**src/rtl/bip_control_unit.sv**
```systemverilog
// bip_control_unit: multi-cycle fetch/decode/exec sequencer for the BIP accumulator processor
module bip_control_unit #(
  parameter int PC_WIDTH      = 11,
  parameter int OPERAND_WIDTH = 11,
  parameter int CNT_WIDTH     = 16
) (
  input  logic                     clk,
  input  logic                     rst,
  input  logic                     start,
  input  logic                     step_mode,
  output logic [PC_WIDTH-1:0]      prog_addr,
  output logic                     prog_req,
  input  logic                     prog_ack,
  input  logic [15:0]              prog_data,
  output logic [OPERAND_WIDTH-1:0] ram_addr,
  output logic                     ram_wr,
  output logic                     ram_rd,
  input  logic                     ram_ack,
  output logic [OPERAND_WIDTH-1:0] operand,
  output logic [1:0]               sel_a,
  output logic                     sel_b,
  output logic                     alu_op,
  output logic                     wr_acc,
  output logic                     wr_pc,
  output logic                     busy,
  output logic                     halted,
  output logic                     illegal,
  output logic [CNT_WIDTH-1:0]     cycle_count,
  output logic [CNT_WIDTH-1:0]     instr_count
);
  typedef enum logic [2:0] {S_IDLE, S_FETCH, S_DECODE, S_EXEC, S_HALT} state_t;
  state_t                 state_q, state_d;
  logic [PC_WIDTH-1:0]    pc_q, pc_d;
  logic [15:0]            ir_q, ir_d;
  logic [1:0]             sel_a_q, sel_a_d;
  logic                   sel_b_q, sel_b_d, alu_op_q, alu_op_d, illegal_q, illegal_d;
  logic [CNT_WIDTH-1:0]   cyc_q, cyc_d, ins_q, ins_d;
  logic [4:0]             opc;
  logic                   mem_op, retire;
  assign opc    = ir_q[15:11];
  assign mem_op = opc inside {5'd1, 5'd2, 5'd4, 5'd6};
  assign retire = (state_q == S_EXEC) && (mem_op ? ram_ack : 1'b1);
  always_comb begin
    state_d   = state_q;
    pc_d      = pc_q;
    ir_d      = ir_q;
    sel_a_d   = sel_a_q;
    sel_b_d   = sel_b_q;
    alu_op_d  = alu_op_q;
    illegal_d = illegal_q;
    ins_d     = ins_q;
    cyc_d     = busy ? (cyc_q == '1 ? cyc_q : cyc_q + 1'b1) : cyc_q;
    case (state_q)
      S_IDLE:  state_d = start ? S_FETCH : S_IDLE;
      S_FETCH: begin
        ir_d    = prog_ack ? prog_data : ir_q;
        state_d = prog_ack ? S_DECODE : S_FETCH;
      end
      S_DECODE: begin
        state_d   = (opc == 5'd0 || opc > 5'd7) ? S_HALT : S_EXEC;
        illegal_d = opc > 5'd7;
        sel_a_d   = opc >= 5'd4 ? 2'd2 : (opc == 5'd3 ? 2'd1 : 2'd0);
        sel_b_d   = opc inside {5'd5, 5'd7};
        alu_op_d  = opc inside {5'd6, 5'd7};
      end
      S_EXEC: if (retire) begin
        pc_d    = pc_q + 1'b1;
        ins_d   = ins_q == '1 ? ins_q : ins_q + 1'b1;
        state_d = step_mode ? S_IDLE : S_FETCH;
      end
      S_HALT:  state_d = S_HALT;
      default: state_d = S_IDLE;
    endcase
  end
  always_ff @(posedge clk) begin
    if (rst) begin
      state_q   <= S_IDLE;
      pc_q      <= '0;
      ir_q      <= '0;
      sel_a_q   <= '0;
      sel_b_q   <= 1'b0;
      alu_op_q  <= 1'b0;
      illegal_q <= 1'b0;
      cyc_q     <= '0;
      ins_q     <= '0;
    end else begin
      state_q   <= state_d;
      pc_q      <= pc_d;
      ir_q      <= ir_d;
      sel_a_q   <= sel_a_d;
      sel_b_q   <= sel_b_d;
      alu_op_q  <= alu_op_d;
      illegal_q <= illegal_d;
      cyc_q     <= cyc_d;
      ins_q     <= ins_d;
    end
  end
  assign busy        = state_q inside {S_FETCH, S_DECODE, S_EXEC};
  assign halted      = state_q == S_HALT;
  assign prog_req    = state_q == S_FETCH;
  assign prog_addr   = pc_q;
  assign operand     = ir_q[OPERAND_WIDTH-1:0];
  assign ram_addr    = ir_q[OPERAND_WIDTH-1:0];
  assign ram_wr      = (state_q == S_EXEC) && opc == 5'd1;
  assign ram_rd      = (state_q == S_EXEC) && mem_op && opc != 5'd1;
  assign wr_pc       = retire;
  assign wr_acc      = retire && opc != 5'd1;
  assign sel_a       = sel_a_q;
  assign sel_b       = sel_b_q;
  assign alu_op      = alu_op_q;
  assign illegal     = illegal_q;
  assign cycle_count = cyc_q;
  assign instr_count = ins_q;
endmodule
```
**config.mk**
```make
export PLATFORM = sky130hd
export DESIGN_NAME = bip_control_unit
export DESIGN_NICKNAME = d
export VERILOG_FILES = /design/src/rtl/bip_control_unit.sv
export SDC_FILE = /design/constraint.sdc
export NUM_CORES = 1
export LEC_CHECK = 0
export CAP_MARGIN = 20
export CORE_ASPECT_RATIO = 0.5
export CORE_MARGIN = 3
export CORE_UTILIZATION = 47
export CTS_CLUSTER_SIZE = 12
export DETAILED_ROUTE_END_ITERATION = 12
export PLACE_DENSITY_LB_ADDON = 0.25
export SKIP_LAST_GASP = 1
export SYNTH_ARGS = -nofsm -noshare
export SYNTH_HDL_FRONTEND = slang
export SYNTH_SLANG_ARGS = --single-unit
```
**constraint.sdc**
```tcl
create_clock -name clk -period 2.2 [get_ports clk]
set_clock_uncertainty 0.05 [all_clocks]
set_input_delay 0.22 -clock clk [delete_from_list [all_inputs] [get_ports clk]]
set_output_delay 0.22 -clock clk [all_outputs]
set_load 0.005 [all_outputs]
```
Word level (Yosys, flattened, before mapping)
Index checks and enable logic that the tools add are counted.
{"block": "op_classes", "n_reduce_logical": 16, "magnitude_cmp": 2, "n_mux": 9, "n_bitwise": 2, "n_addsub": 3, "n_eq_ne": 15}
{"cell": "adder 16 x 1 -> 16 bit, second input constant", "count": 2}
{"cell": "equality test 16 bit, second input constant", "count": 2}
{"cell": "equality test 5 x 3 -> 1 bit, second input constant", "count": 4}
{"cell": "case mux 3 bit (5 select lines)", "count": 1}
{"cell": "adder 11 x 1 -> 11 bit, second input constant", "count": 1}
{"cell": "equality test 5 x 2 -> 1 bit, second input constant", "count": 2}
{"cell": "equality test 3 x 2 -> 1 bit, second input constant", "count": 2}
{"cell": "two-way mux 3 bit", "count": 2}
{"cell": "AND reduction 2 bit", "count": 3}
{"cell": "equality test 5 x 1 -> 1 bit, second input constant", "count": 1}
{"cell": ">= comparator 5 x 3 -> 1 bit, second input constant", "count": 1}
{"cell": "greater-than comparator 5 x 3 -> 1 bit, second input constant", "count": 1}
{"cell": "logical AND 1 bit", "count": 5}
{"cell": "zero test 5 bit", "count": 1}
{"cell": "inequality test 5 x 1 -> 1 bit, second input constant", "count": 1}
{"cell": "two-way mux 1 bit", "count": 4}
{"cell": "two-way mux 2 bit", "count": 2}
{"cell": "nonzero test 2 bit", "count": 2}
{"cell": "nonzero test 4 bit", "count": 1}
{"cell": "equality test 3 x 1 -> 1 bit, second input constant", "count": 1}
{"cell": "equality test 3 bit, second input constant", "count": 1}
{"cell": "zero test 3 bit", "count": 1}
{"cell": "AND reduction 3 bit", "count": 1}
{"cell": "nonzero test 3 bit", "count": 1}
{"cell": "3 further kinds", "count": 4}
{"block": "word_totals", "output_inout_bits": 77, "register_bits": 67}

Longest topological paths before layout
{"block": "logic_depth", "ltp_word": 6, "depth_mapped": 7, "depth_no_buf": 5}

Least setup slack after synthesis
OpenSTA, ideal clock, no wires.
{"block": "synth_timing", "path_type": "register to register", "start": "reg cyc_q[0], in the netlist cycle_count[0]", "end": "reg cyc_q[1], in the netlist cycle_count[1]", "period_less_slack_ns": 1.951, "slack_ns": 0.249, "stages_incl_launch_ff": 8, "t_arrival_ns": 1.774, "required_time_ns": 2.022, "cell_sequence": "dfxtp_1 > ha_1 > nand3_1 > o41ai_1 > buf_2 > buf_6 > mux2i_1 > nor2_1"}
{"block": "synth_between", "elab_chain_cells": 3}
{"item": "from (decl)", "line_no": "37", "source": "logic [CNT_WIDTH-1:0] cyc_q, cyc_d, ins_q, ins_d;"}
{"item": "from (signal assigned)", "line_no": "94", "source": "cyc_q <= cyc_d;"}
{"item": "parallel branches: the longest is 3 deep, another holds adder 16 x 1 -> 16 bit"}
Parallel ways; which one is timed is not known.
A chain may end at the register's enable or synchronous reset.

Final worst setup path
{"block": "layout_timing", "start": "reg ir_q[15]", "end": "out wr_pc"}
{"block": "layout_between", "elab_chain_cells": 4}
{"item": "from (decl)", "line_no": "34", "source": "logic [15:0] ir_q, ir_d;"}
{"item": "from (signal assigned)", "line_no": "89", "source": "ir_q <= ir_d;"}
{"item": "equality test 5 x 1 -> 1 bit (tied with other cells)", "line_no": "41", "source": "assign mem_op = opc inside {5'd1, 5'd2, 5'd4, 5'd6};"}
{"item": "nonzero test 4 bit (*)", "line_no": "41"}
{"item": "two-way mux 1 bit (*)", "line_no": "42", "source": "assign retire = (state_q == S_EXEC) && (mem_op ? ram_ack : 1'b1);"}
{"item": "logical AND 1 bit (*)", "line_no": "42"}
{"item": "to (decl)", "line_no": "24", "source": "output logic wr_pc,"}
Every way passes the cells marked *; elsewhere a longest branch is shown, timed or not.

==> metrics.txt <==
first-pass GRT wire length around 13000 um; minimum clock period roughly 2100 ps; Peak VDD IR slightly above 0.0004 V; CP arrival 1850 ps; synth warn 0; Die Ht 65.81 um; GP Congestion 0.7986; synthesized area ~3400 um2; Reg power frac 0.411; I/O pins 99; hold buffer count at CTS 0; Mean Syn Cell Area 8.384 um2; CTS max path bufs 2; fraction of power spent switching nets 0.2120; Post-DP Area approximately 4300 um2; Layout Cell Area excl Fill roughly 4700 um2; H-Tree Depth 3; CP max FO 4; P&R area growth vs syn 38.85%; initial antenna violation count 0; CTS tree yes; Reg-to-Reg Start ir_q[12]; Psw around 0.65 mW; worst path cell trace or3_4 -> o31ai_4 -> inv_2 -> clkdlybuf4s50_1; Wirelength per Cell ~14 um; detailed placement HPWL about 5500 um; Cells after Synth 401; FP Rows 21; status finished, final reports clean; die width roughly 130 um; RSZ-0062 raised after global routing true; placed insts between 500 and 600; Synthesized Nets 426; Hold Path Class in2reg; final max-slew violation count 0; grt ovf 0; final antenna-violating net count 0; final worst slack ~80 ps; via density per instance ~5.6; drt total wl 8208 um; Setup Viol. Count Final 0; P per Cell Area 655.4 nW/um2; maximum number of pins on one net before global-route repair 44; pre-CTS setup slack around 48 ps; Yosys reg bits between 60 and 70; sequential fraction of the synthesis area 0.3990; number of nets in the layout 507; clk sinks 67; Power, Total 3.059 mW; DIE AREA just over 8000 um2; ant diodes 0; drt first pass iters 4; DRC 0; Yosys cell types 50; period utilization 0.9636; Main synth FF type dfxtp_1; max-cap violations 0; asr flop ratio synth 0; r2r setup slk 90 ps; GRT Total Usage 0.1962; vias in the first global route 2753; Clk pwr share 0.512; Req. time, crit path between 1500 and 2000 ps; Root Driver clkbuf_16; Final Hold Viols 0; Internal 2.411 mW; Tightest Pin Transition about 620 ps; Worst setup SP type flip-flop; Post-synth EDFFs 0; fillers 567; Hold Path Origin rst; slowest stage cell on the critical path clkdlybuf4s50_1; Worst-Skew Late Latency between 300 and 400 ps; CP Launch Point ir_q[15]; proportion of layout cells with a drive suffix above 1 0.1129; CP Capture Type primary output; Vias between 3000 and 4000; Max-slew headroom 0.5877; Starting Density 0.4940; Starting DRT DRC Count 150; CP Class reg2out; clock buffer count from CTS 9; Core ar. roughly 6800 um2; Finished Layout Cells just under 600; Clk pin slew, worst setup/hold paths ~60 ps; total negative slack 0 ps; combinational power share 0.077; critical path's largest stage delay 450 ps; Fmax achieved approximately 470 MHz; Port Buf Inserts 98; Static Leak 1.534 nW
## worst max-delay path: cells and delay by family (launching register included)
kind            cells  cell delay [ps]
buf+inv             2              520
simple gates        1              420
flops               1              340
compound gates      1              250
## cell usage in the layout, fill, tap and decap left out, types with 3 or more instances in the layout
master / count
mux2_2: 7
inv_1: 8
clkbuf_16: 9
nor2_1: 20
a21oi_1: 50
and4_1: 4
nand4_1: 13
ha_1: 3
dfxtp_1: 66
mux2i_1: 3
or4_1: 19
or3_1: 11
clkinv_2: 3
nor3_1: 6
o31ai_1: 19
and2_1: 3
nor2b_1: 7
clkdlybuf4s50_1: 96
and3_1: 4
nor4_1: 6
nand3_1: 11
o21ba_2: 3
nand2_1: 52
buf_4: 12
o21ai_0: 12
## repair_timing
item	4_1_cts	5_1_grt
setup endpoints to repair	1	2
endpoints found under the hold margin	0	0
buffers inserted	2	0
pin swaps	1	0
resized for setup	5	1
## worst paths after layout
path,to,cells past startpoint
setup / recovery,wr_pc,4
hold / removal,cycle_count[0],2
setup reg to reg,prog_addr[10],6
hold reg to reg,alu_op,2
## kinds of logic (layout without fill, tap and decap cells)
family                     after synthesis  count (layout)  share of synthesized area
adders and majority gates                3               3                    0.01117
and+or+nand+nor                        171             171                     0.2806
AOI/OAI and AO/OA                       97              97                     0.1824
buffers and inverters                   51             137                    0.08932
DFF                                     67              67                     0.3990
muxes                                   10              10                    0.03238
xor gates and xnor gates                 2               2                   0.005211
## stage by stage
stage	utilization	hold WS, ps
after floorplan	-	306.0
after global placement	0.6332	387.7
after detailed placement	0.6332	398.2
after CTS	0.6856	240.1
after global routing	0.6860	272.9
final	0.6860	247.3
## state kept, by name, summed over array words and instances, names as in the netlist
name	flops
state_q	3
prog_addr	11
ir_q	16
sel_a	2
sel_b	1
cycle_count	16
alu_op	1
illegal	1
instr_count	16
## area by class of cell
class,count,area [um2],share of cell area
multi-input combinational,283,1744,0.3736
clock inverter,5,75.07,0.01608
timing repair buffer,112,1105,0.2367
sequential,67,1343,0.2876
tap,92,115.1,0.02466
clock buffer,11,252.7,0.05414
inverter,9,33.78,0.007237
## synth_stat cells, drive strengths merged (2+ instances only)
cell | instances | area, um2
a22oi | 2 | 15.01
a21oi | 50 | 250.2
nand4 | 14 | 93.84
o31ai | 20 | 155.1
nor2b | 7 | 43.79
dfxtp | 67 | 1341
nor4 | 7 | 50.05
nand2b | 2 | 12.51
mux2 | 7 | 78.83
or4 | 19 | 142.6
o41ai | 2 | 17.52
nor3b | 2 | 15.01
nor3 | 7 | 46.30
nor2 | 21 | 78.83
ha | 3 | 37.54
o21ai | 12 | 60.06
o21ba | 3 | 30.03
clkbuf | 10 | 38.78
nand2 | 52 | 195.2
and3 | 5 | 32.53
buf | 32 | 227.7
or3 | 12 | 75.07
and4 | 5 | 45.04
inv | 9 | 33.78
mux2i | 3 | 30.03
and2 | 3 | 18.77
a311oi | 2 | 17.52
nand3 | 11 | 55.05
## layer usage
layer / vias up / part of all wire / GRT usage
met2: 86 / 0.45 / 0.3012
met4: 0 / 0.013 / 0.07432
met5: - / 0 / 0
li1: 1610 / - / -
met3: 9 / 0.048 / 0.05806
met1: 1534 / 0.49 / 0.2624
## power groups by stage
stage          sequential, mW  clock [mW]  combinational [mW]
6_report                 1.26        1.57               0.236
5_1_grt                  1.26        1.65               0.259
4_1_cts                  1.26        1.59               0.237
3_5_place_dp             1.28           0               0.232
3_3_place_gp             1.28           0               0.230
2_1_floorplan            1.28           0               0.135
Power figures use the tool's default switching activity.
